**src/rtl/car_sensor_emulator.sv**
```systemverilog
// Four-phase photo-sensor stimulus source for the parking-lot occupancy counter.
// Optional occupancy tracker enabled by defining CAR_SENSOR_EMU_COUNT_EN.
module car_sensor_emulator #(
  parameter int DWELL_W   = 8,
  parameter int COUNT_W   = 5,
  parameter int MAX_COUNT = 25
) (
  input  logic               CLOCK_50,
  input  logic               reset_n,
  input  logic               cmd_valid,
  output logic               cmd_ready,
  input  logic               cmd_dir,
  input  logic [DWELL_W-1:0] cmd_dwell,
  input  logic               cmd_abort,
  output logic               outer,
  output logic               inner,
  output logic               busy,
  output logic               done,
  output logic               aborted,
  output logic [COUNT_W-1:0] car_count
);

  typedef enum logic [2:0] {
    IDLE,
    P1,
    P2,
    P3,
    P4
  } state_t;

  localparam logic [DWELL_W-1:0] ONE = DWELL_W'(1);

  state_t             state;
  state_t             nxt;
  logic               dir;
  logic [DWELL_W-1:0] dwell_m1;
  logic [DWELL_W-1:0] cnt;
  logic [DWELL_W-1:0] dwell_in_m1;
  logic               phase_last;
  logic               complete;

  // Counter holds remaining cycles minus one, so D = 2^W-1 never wraps.
  assign dwell_in_m1 = (cmd_dwell == '0) ? '0 : cmd_dwell - ONE;
  assign phase_last  = (cnt == '0);
  assign cmd_ready   = (state == IDLE);
  assign complete    = (state == P4) && phase_last && !cmd_abort;

  function automatic logic [1:0] levels(state_t s, logic d);
    logic [1:0] lv;
    lv = 2'b00;
    unique case (s)
      P1:      lv = d ? 2'b01 : 2'b10;
      P2:      lv = 2'b11;
      P3:      lv = d ? 2'b10 : 2'b01;
      default: lv = 2'b00;
    endcase
    return lv;
  endfunction

  always_comb begin
    nxt = IDLE;
    unique case (state)
      P1:      nxt = P2;
      P2:      nxt = P3;
      P3:      nxt = P4;
      default: nxt = IDLE;
    endcase
  end

  always_ff @(posedge CLOCK_50 or negedge reset_n) begin
    if (!reset_n) begin
      state    <= IDLE;
      dir      <= 1'b0;
      dwell_m1 <= '0;
      cnt      <= '0;
      outer    <= 1'b0;
      inner    <= 1'b0;
      busy     <= 1'b0;
      done     <= 1'b0;
      aborted  <= 1'b0;
    end else begin
      done    <= 1'b0;
      aborted <= 1'b0;
      if (state == IDLE) begin
        if (cmd_valid) begin
          state            <= P1;
          dir              <= cmd_dir;
          dwell_m1         <= dwell_in_m1;
          cnt              <= dwell_in_m1;
          {outer, inner}   <= levels(P1, cmd_dir);
          busy             <= 1'b1;
        end
      end else if (cmd_abort) begin
        state          <= IDLE;
        {outer, inner} <= 2'b00;
        busy           <= 1'b0;
        aborted        <= 1'b1;
      end else if (!phase_last) begin
        cnt <= cnt - ONE;
      end else begin
        state          <= nxt;
        cnt            <= dwell_m1;
        {outer, inner} <= levels(nxt, dir);
        if (state == P4) begin
          busy <= 1'b0;
          done <= 1'b1;
        end
      end
    end
  end

`ifdef CAR_SENSOR_EMU_COUNT_EN
  localparam logic [COUNT_W-1:0] CNT_MAX = COUNT_W'(MAX_COUNT);
  localparam logic [COUNT_W-1:0] CNT_ONE = COUNT_W'(1);

  always_ff @(posedge CLOCK_50 or negedge reset_n) begin
    if (!reset_n) begin
      car_count <= '0;
    end else if (complete) begin
      if (!dir) begin
        if (car_count < CNT_MAX) car_count <= car_count + CNT_ONE;
      end else if (car_count != '0) begin
        car_count <= car_count - CNT_ONE;
      end
    end
  end
`else
  assign car_count = '0;
`endif

endmodule

```
**config.mk**
```make
export PLATFORM = sky130hd
export DESIGN_NAME = car_sensor_emulator
export DESIGN_NICKNAME = d
export VERILOG_FILES = /design/src/rtl/car_sensor_emulator.sv
export SDC_FILE = /design/constraint.sdc
export NUM_CORES = 1
export LEC_CHECK = 0
export ABC_AREA = 1
export CAP_MARGIN = 20
export CORE_AREA = 2 2 64 66
export CTS_BUF_LIST = sky130_fd_sc_hd__clkbuf_4 sky130_fd_sc_hd__clkbuf_8
export DETAILED_ROUTE_END_ITERATION = 7
export DIE_AREA = 0 0 66 68
export PLACE_DENSITY = 0.66
export SYNTH_ARGS = -nofsm -noshare
export SYNTH_HDL_FRONTEND = slang
export SYNTH_SLANG_ARGS = --single-unit
```
**constraint.sdc**
```tcl
create_clock -name CLOCK_50 -period 1.6 [get_ports CLOCK_50]
set_input_delay 0.24 -clock CLOCK_50 [delete_from_list [all_inputs] [get_ports CLOCK_50]]
set_output_delay 0.24 -clock CLOCK_50 [all_outputs]
set_load 0.02 [all_outputs]
```
# Word-level counts from Yosys, hierarchy flattened
# Cells that the tools add are included.
# totals
word_cells,62
register_bits,25
inputBits,13
# classes
addsub,2
muxes,33
n_eq_ne,9
n_reduce_logical,9
# op_table
op,count
8-bit 2-to-1 mux,5
1-bit 2-to-1 mux,19
8-bit logical NOT,2
8-bit by 1-bit subtractor with 8-bit output (second input constant),2
3-bit by 2-bit == test with 1-bit output (second input constant),4
3-bit 2-to-1 mux,4
3-bit one-hot mux with 3 select lines,1
3-bit by 1-bit == test with 1-bit output (second input constant),2
2-bit 2-to-1 mux,3
2-bit one-hot mux with 3 select lines,1
2-bit AND reduction,3
3-bit nonzero test,2
2-bit inequality test (second input constant),2
3-bit == test (second input constant),1
3-bit logical NOT,1
3-bit AND reduction,1

# Depth between registers and ports, before layout
# depth
word_depth,7
ltp_mapped,10
depth_no_buf,10

# Least setup slack after synthesis
# Ideal clock, no wire load.
# synth_path
path_kind,register -> register
start,reg cnt[0]
end,reg inner
path_stages_with_launch,10
slack_ns,0.214
arrival_time_ns,1.261
path_buffers,0
setup_time_ns,0.124
path_cell_list,dfrtp_1 -> inv_1 -> ha_1 -> nand2_1 -> nor2_8 -> nor2_4 -> nor2_8 -> inv_4 -> nand2_1 -> nand3_1
# synth_between
elab_chain_len,3
# synth_lines
element,line,text
from (decl),37,logic [DWELL_W-1:0] cnt;
from (signal assigned),89,cnt <= dwell_in_m1;
from (signal assigned),99,cnt <= cnt - ONE;
from (signal assigned),102,cnt <= dwell_m1;
8-bit logical NOT,44,assign phase_last = (cnt == '0);
3-bit nonzero test (no line),-,
2-bit AND reduction (no line),-,
to (signal assigned),90,"{outer, inner} <= levels(P1, cmd_dir);"
to (signal assigned),103,"{outer, inner} <= levels(nxt, dir);"
to (decl),16,"output logic inner,"
# No other way between the ends.
# A chain may end at the register's enable or synchronous reset.

# Final worst setup path
# layout_path
start,reg busy
end,out busy
# layout_lines
element,line,text
from (decl),17,"output logic busy,"
from (signal assigned),78,busy <= 1'b0;
from (signal assigned),91,busy <= 1'b1;
from (signal assigned),96,busy <= 1'b0;
# No word-level cell between the ends.

==> out/metrics.cfg <==
[cts]
clk_pin_slew_ns=0.09
cts_setup_buffers=0
cts_root_buf=clkbuf_8
clock_path_buffers=2
clk_latency_ns=0.27
ctsHtreeMaxLevel=1
cts_tree=done
cts_num_sinks=25
numCtsBuffers=3

[route]
vias=1521
drt_iter0_drc=59
wl_um=3420
drt-pass1-iter-count=4
vias_per_cell=4.68
post_drt_wl_per_cell_um=10.5
ant_nets=0
drc_errors=0

[global_route]
antenna_found_initial=0
grt_max_degree=26
grt_usage_pct=17.9
grt_overflow=0
grt_pass1_vias=1397
grt_pass1_wl_um=6170

[sta]
max_freq_mhz=675
finalMaxSlewViolations=0
rsz0062_at_grt=false
hold_viol=0
period_minus_slack_ns=1.48
setup-violations-final=0
fin_skew_ns=0.00888
final.period_utilization_pct=92.6
fin_hold_ws_ns=0.319

[placement]
gp_congestion=0.903
dp_cells=321
post_dp_cell_area_um2=2030
dp_hpwl_um=2820
port_buffers=18

[worst_setup_path]
worstPathArrival_ns=1.24
path_buf_inv=1
crit_start=busy
critPathMaxStageDelay_ns=0.60
crit_required_ns=1.36
critPathLaunchType=flop
cp-end-kind=output pin
cp_max_fo=2
critPathTopFamily=buffers and inverters
crit_cells=1
cp_cell_sequence=clkdlybuf4s50_1
path_class=reg2out
reg2regPathDepth=9
rr_startpoint=cnt[1]
crit_slowest_cell=clkdlybuf4s50_1

[power_and_ir_drop]
power.density_nw_per_um2=1800
irDropWorstVdd_v=0.000824
p_leak_nw=1.11

[floorplanning]
dieArea_um2=4490
core_area_um2=3860
initial_core_util_pct=42.8
ios=24
num_rows=23
die_w_um=66
die_h_um=68

[finish]
layout.nets=292
ff_latch_area_um2=626
n_fill_cell=370
multiInputGateArea_um2=891
antenna_cells=0
utilization_pct=53.9
drive_above_1_share_pct=16.7
area_delta_synth_final_pct=26.0
fin_cells=325
final_area_um2=2080
largestRegisters=cnt: 8 flops, dwell_m1: 8 flops, state: 3 flops

[synthesis]
ys_ff_latch=25
ys_types=25
yosysTopAreaCell=dfrtp_1
syn_avg_cell_area_um2=7.08
yosysWarnings=0
synthTopCellsByArea=dfrtp_1 38%, nand2_1 20%, nand3_1 8.2%
syn_area_um2=1650
yosysTopAreaCellShare_pct=37.9
synth_cells=233
seq_area_frac_synth_pct=37.9

[hold_path]
min_path_type=in2async

[flow_run]
cap_violations=0

[outcome]
status=completed

[what timing repair did]
| item | in CTS | in global routing |
|---|---|---|
| hold buffers | 0 | 0 |
| pin swaps | 0 | 1 |
| endpoints found under the hold margin | 0 | 0 |
| resized for setup | 1 | 4 |
| endpoints found under the setup margin | 1 | 5 |
[cell type report]
class	instances	share of cell area, %
Clock buffer	3	1.99
Multi-Input combinational cell	177	42.8
Timing Repair Buffer	40	16.4
Clock inverter	1	0.361
Sequential cell	25	30.1
Inverter	29	5.36
Tap cell	50	3.01
[cell families (layout without fill, tap and decap cells)]
family	after synthesis	after routing	share of synthesized area, %
AOI/OAI and AO/OA	24	24	8.04
xor gates and xnor gates	1	1	0.531
adders and majority gates	3	3	2.27
buffers and inverters	35	73	9.33
DFF	25	25	37.9
other	1	5	0.227
and+or+nand+nor	144	144	41.7
[final timing paths]
path                                to  slack [ns]
setup / recovery                  busy        0.12
hold / removal                   outer        0.32
setup reg to reg                 inner        0.12
hold reg to reg            dwell_m1[6]        0.49
max in group asynchronous       cnt[7]        1.02
min in group CLOCK_50      dwell_m1[6]        0.49
[power breakdown]
| group | internal, mW | switching, mW | total [mW] |
|---|---|---|---|
| logic | 0.871 | 1.33 | 2.20 |
| clock network | 0.177 | 0.209 | 0.386 |
| registers | 0.932 | 0.219 | 1.15 |
| total | 1.98 | 1.76 | 3.74 |
[metrics by stage]
stage / worst slack [ns] / setup TNS (ns) / total power, mW
floorplan: 0.214 / 0 / 2.70
global placement: -0.0984 / -0.596 / 3.38
detailed placement: -0.210 / -1.65 / 3.40
CTS: 0.0279 / 0 / 3.78
global route: 0.00198 / 0 / 4.14
finish: 0.118 / 0 / 3.74
[synth_stat cells (all sizes together)]
cell,count
ha,3
dfrtp,25
nand3,28
nor3,3
nor2,21
o21ai,15
inv,29
a21oi,7
conb,1
buf,6
nand2,91
o31ai,2
xor2,1
nand4,1
[metal layers]
| metal | routed length (um) | vias to the layer above | GRT usage, % |
|---|---|---|---|
| li1 | - | 818 | - |
| met1 | 1740 | 680 | 24.6 |
| met2 | 1570 | 19 | 29.7 |
| met3 | 56 | 4 | 1.48 |
| met4 | 55 | 0 | 6.89 |
| met5 | 0 | - | 0 |
[layout by cell type (no fill, tap or decap)]
master           synthesis  routed
nor3_1                   3       3
inv_1                   26      26
nor2_8                   2       2
dfrtp_1                 25      25
nand2_2                  1       2
clkinvlp_4               0       1
buf_4                    5      22
ha_1                     3       3
nand2_8                  1       1
conb_1                   1       5
nand3_1                 27      27
clkdlybuf4s50_1          0      17
inv_4                    1       1
inv_2                    2       2
o31ai_1                  2       2
nor2_4                   3       3
clkbuf_8                 0       3
nor2_2                   2       3
nor2_1                  14      13
o21ai_0                 13      13
nand2_4                  2       2
a21oi_1                  7       7
clkbuf_2                 0       1
nand2_1                 87      86
o21ai_2                  2       2
xor2_1                   1       1
nand3_4                  1       1
nand4_1                  1       1
No activity file was read; power rests on OpenSTA's default activity.
